<file path="src/rtl/uartm_cmd_seq.sv">
// UART-to-Wishbone command sequencer: parses 0x57 (write) / 0x52 (read) frames and runs one single bus cycle per frame.
// Optional bus watchdog enabled by defining UARTM_BUS_TMO_EN.
module uartm_cmd_seq #(
  parameter logic [15:0] IBYTE_TMO = 16'd4096,
  parameter logic [15:0] BUS_TMO   = 16'd1024
) (
  input  logic        wb_clk_i,
  input  logic        wb_rst_i,
  input  logic [7:0]  rx_data,
  input  logic        rx_valid,
  output logic        rx_ready,
  output logic [7:0]  tx_data,
  output logic        tx_valid,
  input  logic        tx_ready,
  output logic        wbm_cyc_o,
  output logic        wbm_stb_o,
  output logic        wbm_we_o,
  output logic [31:0] wbm_adr_o,
  output logic [31:0] wbm_dat_o,
  output logic [3:0]  wbm_sel_o,
  input  logic [31:0] wbm_dat_i,
  input  logic        wbm_ack_i,
  input  logic        wbm_err_i,
  output logic        busy,
  output logic [7:0]  err_cnt
);

  // Handshakes: a byte moves on rx/tx only in a cycle where valid and ready are both high;
  // tx_data/tx_valid never change while tx_valid is high and tx_ready is low.

  typedef enum logic [2:0] {
    S_IDLE      = 3'd0,
    S_ADDR      = 3'd1,
    S_WDATA     = 3'd2,
    S_BUS       = 3'd3,
    S_RESP_HDR  = 3'd4,
    S_RESP_DATA = 3'd5
  } state_t;

  localparam logic [7:0] CMD_WR = 8'h57;
  localparam logic [7:0] CMD_RD = 8'h52;
  localparam logic [7:0] ST_OK  = 8'hAA;
  localparam logic [7:0] ST_ERR = 8'hEE;

  state_t      state, state_n;
  logic [1:0]  cnt, cnt_n;
  logic        we_r, we_n;
  logic [7:0]  status, status_n;
  logic [31:0] rdata, rdata_n;
  logic [31:0] adr, adr_n;
  logic [31:0] dat, dat_n;
  logic [15:0] ibyte_tmr, ibyte_tmr_n;
  logic        err_inc;
  logic        rx_fire;

`ifdef UARTM_BUS_TMO_EN
  logic [15:0] bus_tmr, bus_tmr_n;
`else
  logic        unused_bus_tmo;
  assign unused_bus_tmo = ^BUS_TMO;
`endif

  // rx_ready is forced low while reset is held so every output reads 0 in reset.
  assign rx_ready = ~wb_rst_i & ((state == S_IDLE) | (state == S_ADDR) | (state == S_WDATA));
  assign rx_fire  = rx_valid & rx_ready;

  always_comb begin
    state_n     = state;
    cnt_n       = cnt;
    we_n        = we_r;
    status_n    = status;
    rdata_n     = rdata;
    adr_n       = adr;
    dat_n       = dat;
    ibyte_tmr_n = '0;
    err_inc     = 1'b0;
`ifdef UARTM_BUS_TMO_EN
    bus_tmr_n   = '0;
`endif
    unique case (state)
      S_IDLE: begin
        if (rx_fire) begin
          if (rx_data == CMD_WR || rx_data == CMD_RD) begin
            we_n    = (rx_data == CMD_WR);
            cnt_n   = '0;
            state_n = S_ADDR;
          end else begin
            status_n = ST_ERR;
            err_inc  = 1'b1;
            state_n  = S_RESP_HDR;
          end
        end
      end
      S_ADDR: begin
        if (rx_fire) begin
          adr_n = {adr[23:0], rx_data};
          cnt_n = cnt + 2'd1;
          if (cnt == 2'd3) state_n = we_r ? S_WDATA : S_BUS;
        end else if (ibyte_tmr == IBYTE_TMO - 16'd1) begin
          state_n = S_IDLE;
          err_inc = 1'b1;
        end else begin
          ibyte_tmr_n = ibyte_tmr + 16'd1;
        end
      end
      S_WDATA: begin
        if (rx_fire) begin
          dat_n = {dat[23:0], rx_data};
          cnt_n = cnt + 2'd1;
          if (cnt == 2'd3) state_n = S_BUS;
        end else if (ibyte_tmr == IBYTE_TMO - 16'd1) begin
          state_n = S_IDLE;
          err_inc = 1'b1;
        end else begin
          ibyte_tmr_n = ibyte_tmr + 16'd1;
        end
      end
      S_BUS: begin
        // err has priority when the slave raises ack and err together
        if (wbm_err_i) begin
          status_n = ST_ERR;
          err_inc  = 1'b1;
          state_n  = S_RESP_HDR;
        end else if (wbm_ack_i) begin
          status_n = ST_OK;
          if (!we_r) rdata_n = wbm_dat_i;
          state_n  = S_RESP_HDR;
        end
`ifdef UARTM_BUS_TMO_EN
        else if (bus_tmr == BUS_TMO - 16'd1) begin
          status_n = ST_ERR;
          err_inc  = 1'b1;
          state_n  = S_RESP_HDR;
        end else begin
          bus_tmr_n = bus_tmr + 16'd1;
        end
`endif
      end
      S_RESP_HDR: begin
        if (tx_ready) begin
          if (status == ST_OK && !we_r) begin
            cnt_n   = '0;
            state_n = S_RESP_DATA;
          end else begin
            state_n = S_IDLE;
          end
        end
      end
      S_RESP_DATA: begin
        if (tx_ready) begin
          cnt_n = cnt + 2'd1;
          if (cnt == 2'd3) state_n = S_IDLE;
        end
      end
      default: state_n = S_IDLE;
    endcase
  end

  always_ff @(posedge wb_clk_i or posedge wb_rst_i) begin
    if (wb_rst_i) begin
      state     <= S_IDLE;
      cnt       <= '0;
      we_r      <= 1'b0;
      status    <= '0;
      rdata     <= '0;
      adr       <= '0;
      dat       <= '0;
      ibyte_tmr <= '0;
      err_cnt   <= '0;
`ifdef UARTM_BUS_TMO_EN
      bus_tmr   <= '0;
`endif
    end else begin
      state     <= state_n;
      cnt       <= cnt_n;
      we_r      <= we_n;
      status    <= status_n;
      rdata     <= rdata_n;
      adr       <= adr_n;
      dat       <= dat_n;
      ibyte_tmr <= ibyte_tmr_n;
      if (err_inc && err_cnt != 8'hFF) err_cnt <= err_cnt + 8'd1;
`ifdef UARTM_BUS_TMO_EN
      bus_tmr   <= bus_tmr_n;
`endif
    end
  end

  assign busy      = (state != S_IDLE);
  assign wbm_cyc_o = (state == S_BUS);
  assign wbm_stb_o = (state == S_BUS);
  assign wbm_we_o  = (state == S_BUS) & we_r;
  assign wbm_sel_o = (state == S_BUS) ? 4'hF : 4'h0;
  assign wbm_adr_o = adr;
  assign wbm_dat_o = dat;
  assign tx_valid  = (state == S_RESP_HDR) | (state == S_RESP_DATA);

  always_comb begin
    tx_data = '0;
    if (state == S_RESP_HDR) begin
      tx_data = status;
    end else if (state == S_RESP_DATA) begin
      unique case (cnt)
        2'd0:    tx_data = rdata[31:24];
        2'd1:    tx_data = rdata[23:16];
        2'd2:    tx_data = rdata[15:8];
        default: tx_data = rdata[7:0];
      endcase
    end
  end

endmodule

</file>
<file path="config.mk">
export PLATFORM = sky130hd
export DESIGN_NAME = uartm_cmd_seq
export DESIGN_NICKNAME = d
export VERILOG_FILES = /design/src/rtl/uartm_cmd_seq.sv
export SDC_FILE = /design/constraint.sdc
export NUM_CORES = 1
export LEC_CHECK = 0
export ABC_AREA = 0
export CAP_MARGIN = 10
export CORE_UTILIZATION = 50
export CTS_CLUSTER_DIAMETER = 100
export DETAILED_ROUTE_END_ITERATION = 8
export PLACE_DENSITY = 0.86
export SYNTH_ARGS = -nofsm -noshare
export SYNTH_HDL_FRONTEND = slang
export SYNTH_SLANG_ARGS = --single-unit
</file>
<file path="constraint.sdc">
create_clock -name wb_clk_i -period 4.65 [get_ports wb_clk_i]
set_clock_uncertainty 0.15 [all_clocks]
set_input_delay 0.465 -clock wb_clk_i [delete_from_list [all_inputs] [get_ports wb_clk_i]]
set_output_delay 0.465 -clock wb_clk_i [all_outputs]
set_load 0.01 [all_outputs]
</file>
Word level (Yosys, flattened, before mapping)
Index checks and enable logic that the tools add are counted.
{"block": "word_totals", "register_bits": 134, "latch_bits": 0, "ram_bits": 0, "romBits": 0, "input_bits": 46, "word_cells": 102, "memories": 0}
{"block": "classes", "add_sub_neg": 3, "n_mul": 0, "div": 0, "order_cmp": 0, "n_eq_ne": 24, "shifts": 0, "muxes": 40, "n_bitwise": 9, "reduce_logical": 17}
{"op": "16-bit 2-to-1 mux", "n": 3}
{"op": "8-bit 2-to-1 mux", "n": 6}
{"op": "3-bit 2-to-1 mux", "n": 13}
{"op": "8-bit case mux with 3 select lines", "n": 1}
{"op": "3-bit case mux with 6 select lines", "n": 1}
{"op": "16-bit by 1-bit adder with 16-bit output (second input constant)", "n": 1}
{"op": "16-bit by 12-bit equality test with 1-bit output (second input constant)", "n": 1}
{"op": "8-bit by 7-bit equality test with 1-bit output (second input constant)", "n": 2}
{"op": "8-bit case mux with 2 select lines", "n": 1}
{"op": "7-bit AND reduction", "n": 2}
{"op": "2-bit 2-to-1 mux", "n": 6}
{"op": "2-bit != test (second input constant)", "n": 6}
{"op": "8-bit by 1-bit adder with 8-bit output (second input constant)", "n": 1}
{"op": "8-bit equality test (second input constant)", "n": 1}
{"op": "8-bit != test (second input constant)", "n": 1}
{"op": "2-bit case mux with 4 select lines", "n": 1}
{"op": "4-bit AND reduction", "n": 2}
{"op": "3-bit by 2-bit equality test with 1-bit output (second input constant)", "n": 2}
{"op": "3-bit equality test (second input constant)", "n": 2}
{"op": "1-bit 2-to-1 mux", "n": 6}
{"op": "3-bit by 2-bit != test with 1-bit output (second input constant)", "n": 2}
{"op": "2-bit equality test (second input constant)", "n": 2}
{"op": "4-bit 2-to-1 mux", "n": 1}
{"op": "2-bit by 1-bit != test with 1-bit output (second input constant)", "n": 2}
{"op": "19 further kinds", "n": 27}

Depth between registers and ports, before layout
{"block": "depth", "depth_word": 8, "ltp_mapped": 7, "depth_no_buf": 6}

Worst setup path before layout
No wires, ideal clock.
{"block": "synth_path", "kind": "input to output", "start": "input port wb_rst_i", "end": "output port rx_ready", "arrival_time_ps": 3547, "t_required_ps": 4035, "setup_slack_ps": 488, "stages": 2, "path_cell_list": "inv_1 and2_1"}
{"block": "synth_via", "elab_chain_len": 2}
{"item": "start, declared", "line": "8", "rtl": "input logic wb_rst_i,"}
{"item": "1-bit inverter", "line": "64", "rtl": "assign rx_ready = ~wb_rst_i & ((state == S_IDLE) | (state == S_ADDR) | (state == S_WDATA));"}
{"item": "1-bit bitwise AND", "line": "64"}
{"item": "end, declared", "line": "11", "rtl": "output logic rx_ready,"}
Every way passes these cells.

Final worst setup path
{"block": "layout_path", "start": "register cnt[0]", "end": "output port tx_data[7]"}
{"block": "layout_via", "elab_chain_len": 4, "elab_cells_between_ends": 6}
{"item": "start, declared", "line": "46", "rtl": "logic [1:0] cnt, cnt_n;"}
{"item": "start signal, assigned", "line": "175", "rtl": "cnt <= cnt_n;"}
{"item": "2-bit equality test (tied with other cells)", "line": "203", "rtl": "unique case (cnt)"}
{"item": "8-bit case mux with 3 select lines *", "line": "203"}
{"item": "8-bit 2-to-1 mux *", "line": "202", "rtl": "end else if (state == S_RESP_DATA) begin"}
{"item": "8-bit 2-to-1 mux *", "line": "200", "rtl": "if (state == S_RESP_HDR) begin"}
{"item": "end, declared", "line": "12", "rtl": "output logic [7:0] tx_data,"}
Mark *: on every way between the ends. The rest lies on a longest branch, timed or not.

==> metrics.txt <==
# TYPE chip_impl_metric gauge
chip_impl_metric{name="fin_setup_tns",unit="ps"} 0
chip_impl_info{name="synth_top_family_by_area",value="multiplexers"} 1
chip_impl_metric{name="switching_share",unit="%"} 29.7
chip_impl_metric{name="synth_area_per_cell",unit="um^2"} 12.9
chip_impl_metric{name="place_inst",unit=""} 697
chip_impl_info{name="startpoint_of_the_worst_register_to_register_path",value="state[0]"} 1
chip_impl_info{name="holdPathEnd",value="err_cnt[4]"} 1
chip_impl_metric{name="grt_start_max_net_pins",unit=""} 70
chip_impl_metric{name="die-height",unit="um"} 109
chip_impl_metric{name="cts.repair.resized",unit=""} 0
chip_impl_metric{name="netlist_instances",unit=""} 447
chip_impl_metric{name="final_area",unit="um^2"} 7700
chip_impl_metric{name="timing.final.crit_period",unit="ps"} 3170
chip_impl_info{name="ys_dominant_reg_cell",value="sky130_fd_sc_hd__dfrtp_1"} 1
chip_impl_metric{name="combPwrFrac",unit="%"} 30.0
chip_impl_metric{name="drt.antenna.violating_nets",unit=""} 0
chip_impl_metric{name="drive_above_1_share",unit="%"} 22.1
chip_impl_metric{name="post_cts_repair_timing_setup_buffer_count",unit=""} 0
chip_impl_metric{name="number_of_global_route_vias_before_repair",unit=""} 4160
chip_impl_metric{name="track_usage",unit="%"} 23.7
chip_impl_metric{name="pwr-share-seq",unit="%"} 39.3
chip_impl_metric{name="drt-initial-drc-count",unit=""} 378
chip_impl_metric{name="pins_over_their_slew_limit",unit=""} 0
chip_impl_metric{name="final_net_count",unit=""} 628
chip_impl_metric{name="numPortBuffers",unit=""} 135
chip_impl_metric{name="worst_setup_hold_path_clk_slew",unit="ps"} 50
chip_impl_info{name="synth_top_cell_by_area",value="sky130_fd_sc_hd__dfrtp_1"} 1
chip_impl_metric{name="grt_antenna_before_repair",unit=""} 0
chip_impl_metric{name="vdd.ir_drop.worst",unit="mV"} 0.400
chip_impl_metric{name="num_vias",unit=""} 4013
chip_impl_metric{name="place_area",unit="um^2"} 7160
chip_impl_metric{name="total_leakage_power",unit="nW"} 3.58
chip_impl_metric{name="die-area",unit="um^2"} 12000
chip_impl_metric{name="core-area",unit="um^2"} 11000
chip_impl_metric{name="synth.top_cell.area_share",unit="%"} 55.5
chip_impl_metric{name="max-cap-violations",unit=""} 0
chip_impl_info{name="cp_capture_type",value="output pin"} 1
chip_impl_metric{name="power.internal",unit="mW"} 2.80
chip_impl_info{name="cts_tree",value="built"} 1
chip_impl_info{name="most_frequent_cells_in_the_layout",value="sky130_fd_sc_hd__clkdlybuf4s50_1 (135), sky130_fd_sc_hd__dfrtp_1 (128), sky130_fd_sc_hd__mux2_2 (68), sky130_fd_sc_hd__nor2_1 (38), sky130_fd_sc_hd__mux2_4 (30)"} 1
chip_impl_metric{name="route.final.wire_length",unit="um"} 13300
chip_impl_metric{name="final_cells",unit=""} 727
chip_impl_metric{name="timing_hold_violations_final",unit=""} 0
chip_impl_metric{name="power.density_cell_area",unit="nW/um^2"} 517
chip_impl_metric{name="grt_pass1_wl",unit="um"} 21100
chip_impl_metric{name="ios",unit=""} 136
chip_impl_metric{name="tritoncts_num_sinks",unit=""} 128
chip_impl_metric{name="ff2ff_path_depth",unit=""} 4
chip_impl_metric{name="synth.yosys.seq_area_share",unit="%"} 55.5
chip_impl_metric{name="synth-warning-count",unit=""} 0
chip_impl_info{name="grt_setup_unrepaired",value="no"} 1
chip_impl_info{name="worst_r2r_endpoint",value="rdata[24]"} 1
chip_impl_metric{name="clock_tree.buffer_depth",unit=""} 2
chip_impl_metric{name="number_of_flops_mapped_to_enable_cells_by_yosys",unit=""} 0
chip_impl_metric{name="p_switching",unit="mW"} 1.18
chip_impl_info{name="post_synth_main_area_contributors",value="sky130_fd_sc_hd__dfrtp_1 (55%), sky130_fd_sc_hd__mux2_2 (13%), sky130_fd_sc_hd__mux2_4 (7.8%)"} 1
chip_impl_info{name="mostFrequentLayoutCell",value="sky130_fd_sc_hd__clkdlybuf4s50_1"} 1
chip_impl_metric{name="synth_compound_gate_area_share",unit="%"} 5.33
chip_impl_info{name="outcome",value="complete, no violations"} 1
chip_impl_metric{name="timing.critical_path.required",unit="ps"} 4030
chip_impl_metric{name="detail_route.drc_violations",unit=""} 0
chip_impl_metric{name="final_clock_period_utilization_by_the_worst_path",unit="%"} 68.2
chip_impl_metric{name="synth_adder_area_share",unit="%"} 1.30
chip_impl_metric{name="floorplan.initialDensity",unit="%"} 52.3
chip_impl_info{name="hp-class",value="reg -> reg"} 1
chip_impl_metric{name="post_synth_mux_area_share",unit="%"} 21.4
chip_impl_metric{name="gp_congestion",unit=""} 0.830
chip_impl_metric{name="route.detailed.vias_per_inst",unit=""} 5.52
chip_impl_metric{name="die-width",unit="um"} 109
chip_impl_metric{name="synthesis.nets",unit=""} 499
chip_impl_metric{name="drt_pass1_iterations",unit=""} 6
chip_impl_info{name="start_kind",value="flop"} 1
chip_impl_metric{name="number_of_distinct_library_cells_after_synthesis",unit=""} 43
chip_impl_metric{name="slack_of_the_critical_path",unit="ps"} 1480
chip_impl_metric{name="worst_slew_margin_rel",unit="%"} 32.1
chip_impl_metric{name="max_fclk",unit="MHz"} 315
chip_impl_metric{name="synth-xor-area-share",unit="%"} 3.49
chip_impl_metric{name="power_frac_clock",unit="%"} 30.7
chip_impl_metric{name="worst-slew-pin-transition",unit="ps"} 1020
chip_impl_metric{name="netlist_area",unit="um^2"} 5770
chip_impl_metric{name="dp_hpwl",unit="um"} 8970
chip_impl_metric{name="globalRoute.totalOverflow",unit=""} 0
chip_impl_info{name="timing.setup.critical_path_class",value="reg -> out"} 1
chip_impl_metric{name="rows",unit=""} 38
chip_impl_metric{name="syn_to_final_growth",unit="%"} 33.5
chip_impl_metric{name="setup_ws_pre_cts",unit="ps"} 1730
chip_impl_metric{name="post_synth_and_or_nand_nor_area_fraction",unit="%"} 9.62
chip_impl_metric{name="ys_ff_latch",unit=""} 128
chip_impl_metric{name="finalSetupViolations",unit=""} 0
chip_impl_metric{name="wl_per_cell",unit="um"} 18.3
chip_impl_metric{name="cts-buffers-inserted",unit=""} 17
chip_impl_info{name="hold_start",value="err_cnt[4]"} 1
chip_impl_metric{name="n_antenna_cell",unit=""} 0
chip_impl_info{name="setup.worst_path.start",value="cnt[0]"} 1
chip_impl_metric{name="hold_path_depth",unit=""} 1
chip_impl_metric{name="cp.arrival",unit="ps"} 2560
chip_impl_metric{name="cts_hold_buf",unit=""} 0
chip_impl_metric{name="post-layout-total-power",unit="mW"} 3.98
chip_impl_metric{name="worst_path_max_fanout",unit=""} 8
chip_impl_metric{name="async_reset_ff_share",unit="%"} 100
chip_impl_metric{name="timing.reg2reg.setup_slack",unit="ps"} 1820
chip_impl_metric{name="cts_htree_levels",unit=""} 4
chip_impl_metric{name="clkLatencyLatePin",unit="ps"} 410
chip_impl_info{name="ctsRootBufferMaster",value="sky130_fd_sc_hd__clkbuf_16"} 1
## cell usage after synthesis, drive strengths merged (9+ instances only)
library cell	count
dfrtp	128
xnor2	11
a21oi	15
buf	20
nor2	38
nand4	9
xor2	12
nand3	12
nand2	15
o21ai	10
mux2	99
## flip-flops by register name (all words and copies together) (netlist names)
name       count
cnt            2
err_cnt        8
ibyte_tmr     16
rdata         32
state          3
status         2
wbm_adr_o     32
wbm_dat_o     32
we_r           1
## per-layer routing
| metal | global-route usage, % | part of all wire [%] | vias up |
|---|---|---|---|
| met4 | 7.90 | 1.5 | 0 |
| met1 | 29.4 | 40 | 1975 |
| met2 | 37.1 | 48 | 182 |
| met3 | 10.6 | 11 | 19 |
| met5 | 0 | 0 | - |
| li1 | - | - | 1837 |
## metrics by stage
stage	util, %	hold slack [ps]
4_1_cts	69.9	340
6_report	69.9	336
5_1_grt	69.9	359
3_5_place_dp	64.9	333
2_1_floorplan	-	303
3_3_place_gp	64.9	323
## worst max path at each step
stage | endpoint | slack (ps)
after floorplan | rx_ready | 490
after global placement | rx_ready | 1750
after detailed placement | rx_ready | 1730
after CTS | tx_data[7] | 1450
after global routing | tx_data[7] | 1290
final | tx_data[7] | 1480
## critical path, cell delays in order, from the launching register on
cell	delay, ps
sky130_fd_sc_hd__dfrtp_1	420
sky130_fd_sc_hd__inv_1	80
sky130_fd_sc_hd__ha_1	340
sky130_fd_sc_hd__a222oi_1	520
sky130_fd_sc_hd__nor2_1	80
sky130_fd_sc_hd__a21oi_1	120
sky130_fd_sc_hd__o21ai_0	90
sky130_fd_sc_hd__clkdlybuf4s50_1	490
## kinds of logic after synthesis
family	Yosys count
multiplexers	100
AO/OA/AOI/OAI	46
flip-flops	128
adder cells (fa/ha/maj)	6
buffers and inverters	36
AND/OR/NAND/NOR	108
XOR/XNOR	23
## power groups by stage
stage,Combinational [mW],Sequential [mW],Clock [mW]
2_1_floorplan,0.557,1.57,0
3_3_place_gp,1.15,1.56,0
3_5_place_dp,1.18,1.58,0
4_1_cts,1.19,1.57,1.24
5_1_grt,1.28,1.60,1.29
6_report,1.19,1.57,1.22
## layout make-up
type	count	area [um^2]
sequential	128	3200
clock buffer	25	485
clock inverter	5	56.3
tap	140	175
multi-input combinational	283	2380
timing repair buffer	138	1370
fill	751	3330
inverter	8	32.5
No activity file was read; power rests on OpenSTA's default activity.
